`config.mk`:
```
export PLATFORM = sky130hd
export DESIGN_NAME = color_sensor_stabilizer
export DESIGN_NICKNAME = d
export VERILOG_FILES = /design/src/rtl/color_sensor_stabilizer.sv
export SDC_FILE = /design/constraint.sdc
export NUM_CORES = 1
export LEC_CHECK = 0
export CAP_MARGIN = 20
export CORE_MARGIN = 2
export CORE_UTILIZATION = 57
export DETAILED_ROUTE_END_ITERATION = 12
export PLACE_DENSITY = 0.75
export SETUP_SLACK_MARGIN = 0.05
export SLEW_MARGIN = 20
export SYNTH_ARGS = -nofsm -noshare
export SYNTH_HDL_FRONTEND = slang
export SYNTH_SLANG_ARGS = --single-unit
```
`constraint.sdc`:
```
create_clock -name clock -period 2.5 [get_ports clock]
set_clock_uncertainty 0.1 [all_clocks]
set_input_delay 0.5 -clock clock [delete_from_list [all_inputs] [get_ports clock]]
set_output_delay 0.5 -clock clock [all_outputs]
set_load 0.01 [all_outputs]
```
`src/rtl/color_sensor_stabilizer.sv`:
```
// color_sensor_stabilizer: waits out motor settle time, then debounces the selected colour sensor into a stable code
// Ports:
//    clock, reset_n                    clock and asynchronous active-low reset
//    motors_done, sensor_sel           start an observation of the corner (0) or edge (1) sensor
//    corner_raw/_valid, edge_raw/_valid classified sensor samples (6,7 illegal)
//    corner_color_sensor, edge_color_sensor  registered colour outputs
//    color_sensor_stable               one-cycle pulse when the selected output is final
//    read_error                        last observation timed out without a stable run
//    busy                              observation in progress (SETTLE or SAMPLE)
module color_sensor_stabilizer #(
   parameter int SETTLE_CYCLES   = 500000,
   parameter int MATCH_COUNT     = 4,
   parameter int TIMEOUT_SAMPLES = 64,
   parameter int CNT_W           = 20
) (
   input  logic       clock,
   input  logic       reset_n,
   input  logic       motors_done,
   input  logic       sensor_sel,
   input  logic [2:0] corner_raw,
   input  logic       corner_raw_valid,
   input  logic [2:0] edge_raw,
   input  logic       edge_raw_valid,
   output logic [2:0] corner_color_sensor,
   output logic [2:0] edge_color_sensor,
   output logic       color_sensor_stable,
   output logic       read_error,
   output logic       busy
);
   typedef enum logic [1:0] {IDLE, SETTLE, SAMPLE, DONE} state_t;
   localparam int SW = $clog2(TIMEOUT_SAMPLES + 1);
   localparam logic [CNT_W-1:0] SETTLE_LAST = CNT_W'(SETTLE_CYCLES > 0 ? SETTLE_CYCLES - 1 : 0);
   // a zero settle time skips SETTLE entirely
   localparam state_t START = (SETTLE_CYCLES == 0) ? SAMPLE : SETTLE;
   state_t           state;
   logic             sel_q;
   logic [CNT_W-1:0] settle_cnt;
   logic [SW-1:0]    count;
   logic [3:0]       streak;
   logic [2:0]       last_code;
   logic [2:0]       code;
   logic             take, legal, matched, timed_out;
   logic [3:0]       streak_nx;
   logic [SW-1:0]    count_nx;
   assign code      = sel_q ? edge_raw : corner_raw;
   assign take      = (state == SAMPLE) && (sel_q ? edge_raw_valid : corner_raw_valid);
   assign legal     = code < 3'd6;
   assign streak_nx = !legal ? 4'd0 : (code == last_code ? streak + 4'd1 : 4'd1);
   assign count_nx  = count + 1'b1;
   assign matched   = streak_nx == 4'(MATCH_COUNT);
   assign timed_out = count_nx == SW'(TIMEOUT_SAMPLES);
   assign busy      = (state == SETTLE) || (state == SAMPLE);
   always_ff @(posedge clock or negedge reset_n) begin
      if (!reset_n) begin
         state               <= IDLE;
         sel_q               <= 1'b0;
         settle_cnt          <= '0;
         count               <= '0;
         streak              <= '0;
         last_code           <= '0;
         corner_color_sensor <= '0;
         edge_color_sensor   <= '0;
         color_sensor_stable <= 1'b0;
         read_error          <= 1'b0;
      end else begin
         color_sensor_stable <= 1'b0;
         // a new move starts (or restarts) an observation from any state
         if (motors_done) begin
            state      <= START;
            sel_q      <= sensor_sel;
            settle_cnt <= '0;
            count      <= '0;
            streak     <= '0;
            read_error <= 1'b0;
         end else begin
            case (state)
               SETTLE:
                  if (settle_cnt == SETTLE_LAST) state <= SAMPLE;
                  else settle_cnt <= settle_cnt + 1'b1;
               SAMPLE: begin
                  if (sel_q && corner_raw_valid) corner_color_sensor <= corner_raw;
                  if (!sel_q && edge_raw_valid) edge_color_sensor <= edge_raw;
                  if (take) begin
                     count  <= count_nx;
                     streak <= streak_nx;
                     if (legal) last_code <= code;
                     // a streak completing on the final sample wins over timeout
                     if (matched || timed_out) begin
                        if (sel_q) edge_color_sensor <= code;
                        else corner_color_sensor <= code;
                        read_error          <= !matched;
                        color_sensor_stable <= 1'b1;
                        state               <= DONE;
                     end
                  end
               end
               DONE:    state <= IDLE;
               default: state <= IDLE;
            endcase
         end
      end
   end
endmodule

```
=== Yosys cells after proc, flatten, opt, wreduce, memory -nomap -nowiden ===
Cells that the tools add are included.

* Add/sub/neg operators: 3
* Order comparisons: 1
* Eq/ne operators: 10
* Muxes and demuxes: 34
* Bitwise operators: 1
* Reduce and logical (&&, ||, !) cells: 17

{| class="wikitable"
|+ Operators by type and width
! cell !! count
|-
| $mux W20 || 3
|-
| $mux W3 || 9
|-
| $mux W7 || 3
|-
| $add A20 B1 Y20 const B || 1
|-
| $eq A20 B19 Y1 const B || 1
|-
| $mux W4 || 5
|-
| $mux W1 || 9
|-
| $mux W2 || 4
|-
| $reduce_bool A2 Y1 || 4
|-
| $add A7 B1 Y7 const B || 1
|-
| $eq A7 B7 Y1 const B || 1
|-
| $ne A3 B2 Y1 const B || 2
|-
| $reduce_and A2 Y1 || 3
|-
| $reduce_and A3 Y1 || 2
|-
| $add A4 B1 Y4 const B || 1
|-
| $eq A4 B3 Y1 const B || 1
|-
| $pmux W2 S2 || 1
|-
| $reduce_and A4 Y1 || 1
|-
| $eq A3 B3 Y1 || 1
|-
| $logic_and A1 B1 Y1 || 3
|-
| $lt A3 B3 Y1 const B || 1
|-
| $ne A3 B3 Y1 const B || 1
|-
| $eq A2 B1 Y1 const B || 1
|-
| $eq A2 B2 Y1 const B || 1
|-
| 4 further kinds || 6
|}

* Register bits: 45
* Bits of input ports: 12
* Output and inout port bits: 9
* Logic and storage cells: 76

=== Depth between registers and ports, before layout ===
* Depth in word-level cells: 10
* Gate-level depth with buffers: 8
* Depth with buffers taken out: 7

=== Least setup slack after synthesis ===
No wires, ideal clock.

* Kind: flip-flop to flip-flop
* Start: reg sel_q
* End: reg corner_color_sensor[0]
* Setup time: 0.099 ns
* Data arrival time: 2.002 ns
* Required time: 2.301 ns
* Path slack: 0.300 ns
* Cell stages (with the launch flop): 9
* Buffers on the path: 2
* Period minus slack after synthesis: 2.200 ns
* Path through: dfrtp_1 > buf_6 > mux2_4 > a21o_1 > o2111a_2 > o211a_4 > and2_4 > buf_6 > o311ai_4

* Longest elaborated chain between the ends: 8
* Elaborated cells between the ends (all ways): 14
* Classes of those cells: 1 x order compare; 2 x eq/ne; 8 x mux; 3 x reduce/logical

{| class="wikitable"
|+ RTL lines
! what !! RTL line !! text
|-
| start, declared || 36 || <nowiki>logic sel_q;</nowiki>
|-
| start signal, assigned || 70 || <nowiki>sel_q <= sensor_sel;</nowiki>
|-
| branches (longest 7 deep; another with $lt A3 B3 Y1) || n/a ||
|-
| $mux W3 * || 83 || <nowiki>if (take) begin</nowiki>
|-
| end signal, assigned || 81 || <nowiki>if (sel_q && corner_raw_valid) corner_color_sensor <= corner_raw;</nowiki>
|-
| end signal, assigned || 90 || <nowiki>else corner_color_sensor <= code;</nowiki>
|-
| end, declared || 24 || <nowiki>output logic [2:0] corner_color_sensor,</nowiki>
|}

Every way passes the cells marked *.
A chain may end at the register's enable or synchronous reset.

=== Final worst setup path ===
* Start: in corner_raw[2]
* End: reg corner_color_sensor[1]

* Longest elaborated chain between the ends: 8
* Elaborated cells between the ends (all ways): 9
* Classes of those cells: 1 x order compare; 2 x eq/ne; 5 x mux; 1 x reduce/logical

{| class="wikitable"
|+ RTL lines
! what !! RTL line !! text
|-
| start, declared || 20 || <nowiki>input logic [2:0] corner_raw,</nowiki>
|-
| $mux W3 * || 45 || <nowiki>assign code = sel_q ? edge_raw : corner_raw;</nowiki>
|-
| branches (longest 2 deep; another with $lt A3 B3 Y1) || n/a ||
|-
| $mux W4 * || 48 || <nowiki>assign streak_nx = !legal ? 4'd0 : (code == last_code ? streak + 4'd1 : 4'd1);</nowiki>
|-
| $eq A4 B3 Y1 * || 50 || <nowiki>assign matched = streak_nx == 4'(MATCH_COUNT);</nowiki>
|-
| $logic_or A1 B1 Y1 * || 88 || <nowiki>if (matched || timed_out) begin</nowiki>
|-
| $mux W3 * || 88 ||
|-
| $mux W3 * || 83 ||
|}

Marks and branches as above.

==> summary.txt <==
Finish
  • Fill count: 362
  • Final Core Density: 70.3%
  • P&R area growth vs syn: 17.0%
  • Register area: 0.00113 sq mm
  • N_diodes: 0
  • NumNets Final: 331
  • Area of the multi-input gates: 0.00145 sq mm
  • Share of cells above drive strength 1: 14.3%

STA
  • Fin Hold WS: 71.6 ps
  • Setup violation total in the final timing report: 0
  • RSZ-0062 raised after global routing: false
  • Slew Viols, Final: 0
  • F_max: 0.431 GHz
  • Post-layout min period: 2320 ps
  • Final worst path period share: 92.7%
  • Final Hold Fails: 0
  • Worst-margin pin slew: 576 ps
  • Worst slew margin: 61.6%

Worst setup path
  • RR Startpoint: sel_q
  • Critical path peak fanout: 7
  • CP arrival: 2420 ps
  • Crit path from: corner_raw[2]
  • Required time worst endpoint: 2610 ps
  • CP cell instances: clkdlybuf4s50_1, mux2_4, a21o_1, o2111a_2, o211a_4, and2_4, o311ai_2
  • CP Launch Type: input port
  • CP max-delay cell: clkdlybuf4s50_1
  • CP endpoint kind: flip-flop
  • CP peak stage delay: 450 ps
  • Crit Path Class: input port to flip-flop

GRT
  • First-pass GRT wire length: 9870 um
  • Largest net degree at the start of global routing: 36
  • Initial antenna violation count: 0
  • GRT Overall Usage: 23.9%
  • Vias in the first global route: 2,178
  • Total grt overflow: 0

Yosys
  • Synth Cell Area: 0.00267 sq mm
  • FF+latch count, synth: 45
  • Simple-Gate Fraction of Synth Area: 25.0%
  • Ys flop type: dfrtp_1
  • Synth Area in Compound Gates: 16.2%
  • Commonest cells post-synth: dfrtp_1, nand2_1, nor2_1
  • Post-synth top area share: 42.2%
  • Cells after Synth: 281
  • Yosys top cell by area: dfrtp_1
  • XOR/XNOR Fraction of Synth Area: 7.87%
  • Mean Syn Cell Area: 9.50 sq um
  • Largest family of logic cells by synthesized area: simple AND/OR/NAND/NOR gates
  • Area contributors post-synth: dfrtp_1, xor2_1, nand2_1, nor2_1, o311ai_2
  • Post-synth EDFFs: 0
  • Multiplexer share of the synthesized area: 2.95%
  • Synth Net Count: 298
  • Unique masters post-synth: 46
  • FFs w/ async S/R, synth: 100%
  • Most common cell in the synthesized netlist: dfrtp_1
  • Register area share after synthesis: 42.2%
  • YS warnings: 0
  • Synth Area in Adders: 2.34%

Clocking
  • Hold-fix buffers, CTS: 0
  • CTS Sinks: 45
  • Clock tree from TritonCTS: yes
  • Clock insertion delay at the later pin of the skew report: 300 ps
  • Clock-pin slew on the worst setup and hold paths: 90 ps
  • H-Tree Depth: 2
  • CTS Root Cell: clkbuf_8
  • Inserted Clock Buffers: 5
  • Clk buf depth: 2

Floorplan
  • Die area: 0.00525 sq mm
  • Core box area: 0.00444 sq mm
  • Initial core utilization: 60.1%
  • Die H: 72.4 um
  • Die W: 72.4 um
  • Num rows: 24
  • IO Count: 21

Power
  • Power per Cell Area: 558 mW/mm^2
  • Peak supply drop: 402 uV
  • Lkg Pwr: 1.30 nW

Min path
  • Worst hold path type: input port to async pin

Route
  • Via/cell ratio: 5.99
  • Initial DRC count: 179
  • # DRC: 0
  • Avg WL per Cell: 15.1 um
  • First-pass DRT Iterations: 4
  • Vias: 2,200
  • Final wirelength: 5530 um
  • Routed Antenna Nets: 0

Place
  • Dpl hpwl: 3970 um
  • I/O Buffers: 20
  • GPL Wtd Cong: 0.845

Job
  • Max Cap Viol: 0

Status
  • Outcome: complete, no violations
-- critical path: cells and delay by family --
kind                   cells  cell delay [ps]
muxes                      1              310
AOI/OAI and AO/OA          4              960
buffers and inverters      1              450
and+or+nand+nor            1              210
-- report_power, final --
| part | internal, mW | switching, mW | total (mW) | leakage [nW] |
|---|---|---|---|---|
| Combinational | 0.196 | 0.223 | 0.419 | 0.666 |
| Sequential | 0.779 | 0.0637 | 0.843 | 0.587 |
| Clock | 0.224 | 0.256 | 0.481 | 0.0512 |
-- through the flow --
step	worst slack, ps	power, mW	cells	TNS [ps]	cell area (sq um)
floorplan	300	1.11	281	0	2670
global placement	-63.1	1.27	359	-406	3030
detailed placement	-117	1.27	359	-700	3030
CTS	110	1.75	367	0	3120
global route	76.8	1.83	367	0	3120
finish	182	1.74	367	0	3120
-- metal layers --
| metal | routed length [um] | vias to the layer above | track usage, % |
|---|---|---|---|
| met3 | 215 | 5 | 4.58 |
| met1 | 2790 | 1069 | 35.1 |
| met2 | 2470 | 47 | 35.9 |
| li1 | - | 1079 | - |
| met4 | 51 | 0 | 7.41 |
| met5 | 0 | - | 0 |
-- layout make-up --
class / count / share of cell area [%]
clock buffer: 6 / 2.64
inverter: 6 / 0.721
clock inverter: 2 / 0.441
tap: 52 / 2.08
timing repair buffer: 39 / 11.6
multi-input combinational: 217 / 46.4
sequential: 45 / 36.1
-- cells in the final DEF, fill, tap and decap left out, types with 2 or more instances in the layout --
| cell type | instances |
|---|---|
| or3_1 | 5 |
| and3_1 | 10 |
| and4_1 | 3 |
| buf_4 | 17 |
| mux2i_1 | 3 |
| o311ai_2 | 6 |
| o21ai_0 | 11 |
| a221oi_1 | 6 |
| clkdlybuf4s50_1 | 19 |
| nand3_1 | 15 |
| clkbuf_8 | 6 |
| o21a_1 | 2 |
| nand2b_1 | 3 |
| inv_1 | 6 |
| xor2_1 | 14 |
| nand4_1 | 9 |
| nor2_1 | 27 |
| nor3_1 | 8 |
| nor3b_1 | 4 |
| nand2_1 | 27 |
| xnor2_1 | 10 |
| a21oi_1 | 16 |
| mux2_2 | 3 |
| buf_12 | 2 |
| nor2b_1 | 2 |
| nor4b_1 | 2 |
| a31oi_1 | 2 |
| dfrtp_1 | 44 |
| ha_1 | 5 |
| and2_1 | 7 |
-- repair_timing --
| item | 4_1_cts | 5_1_grt |
|---|---|---|
| endpoints found under the setup margin | 0 | 7 |
| setup buffers | 0 | 0 |
| resized for setup | 0 | 1 |
-- final timing paths --
| check | slack [ps] | depth (start not counted) | endpoint |
|---|---|---|---|
| max reg2reg | 250 | 6 | corner_color_sensor[1] |
| min reg2reg | 450 | 2 | settle_cnt[18] |
| min in group clock | 450 | 2 | settle_cnt[18] |
| min | 70 | 1 | count[4] |
| max in group asynchronous | 1700 | 2 | sel_q |
| max | 180 | 7 | corner_color_sensor[1] |
-- flip-flops by register name, indices dropped and copies added (netlist names) --
signal and flops:
settle_cnt 20, sel_q 1, state 2, read_error 1, streak 4, last_code 3
corner_color_sensor 3, color_sensor_stable 1, count 7, edge_color_sensor 3
-- logic make-up (layout without fill, tap and decap cells) --
group / Yosys count / count (layout)
adder cells (fa/ha/maj): 5 / 5
AO/OA/AOI/OAI: 53 / 53
flip-flops: 45 / 45
buffers and inverters: 19 / 53
multiplexers: 7 / 7
AND/OR/NAND/NOR: 128 / 128
XOR/XNOR: 24 / 24
No activity file was read; power rests on OpenSTA's default activity.
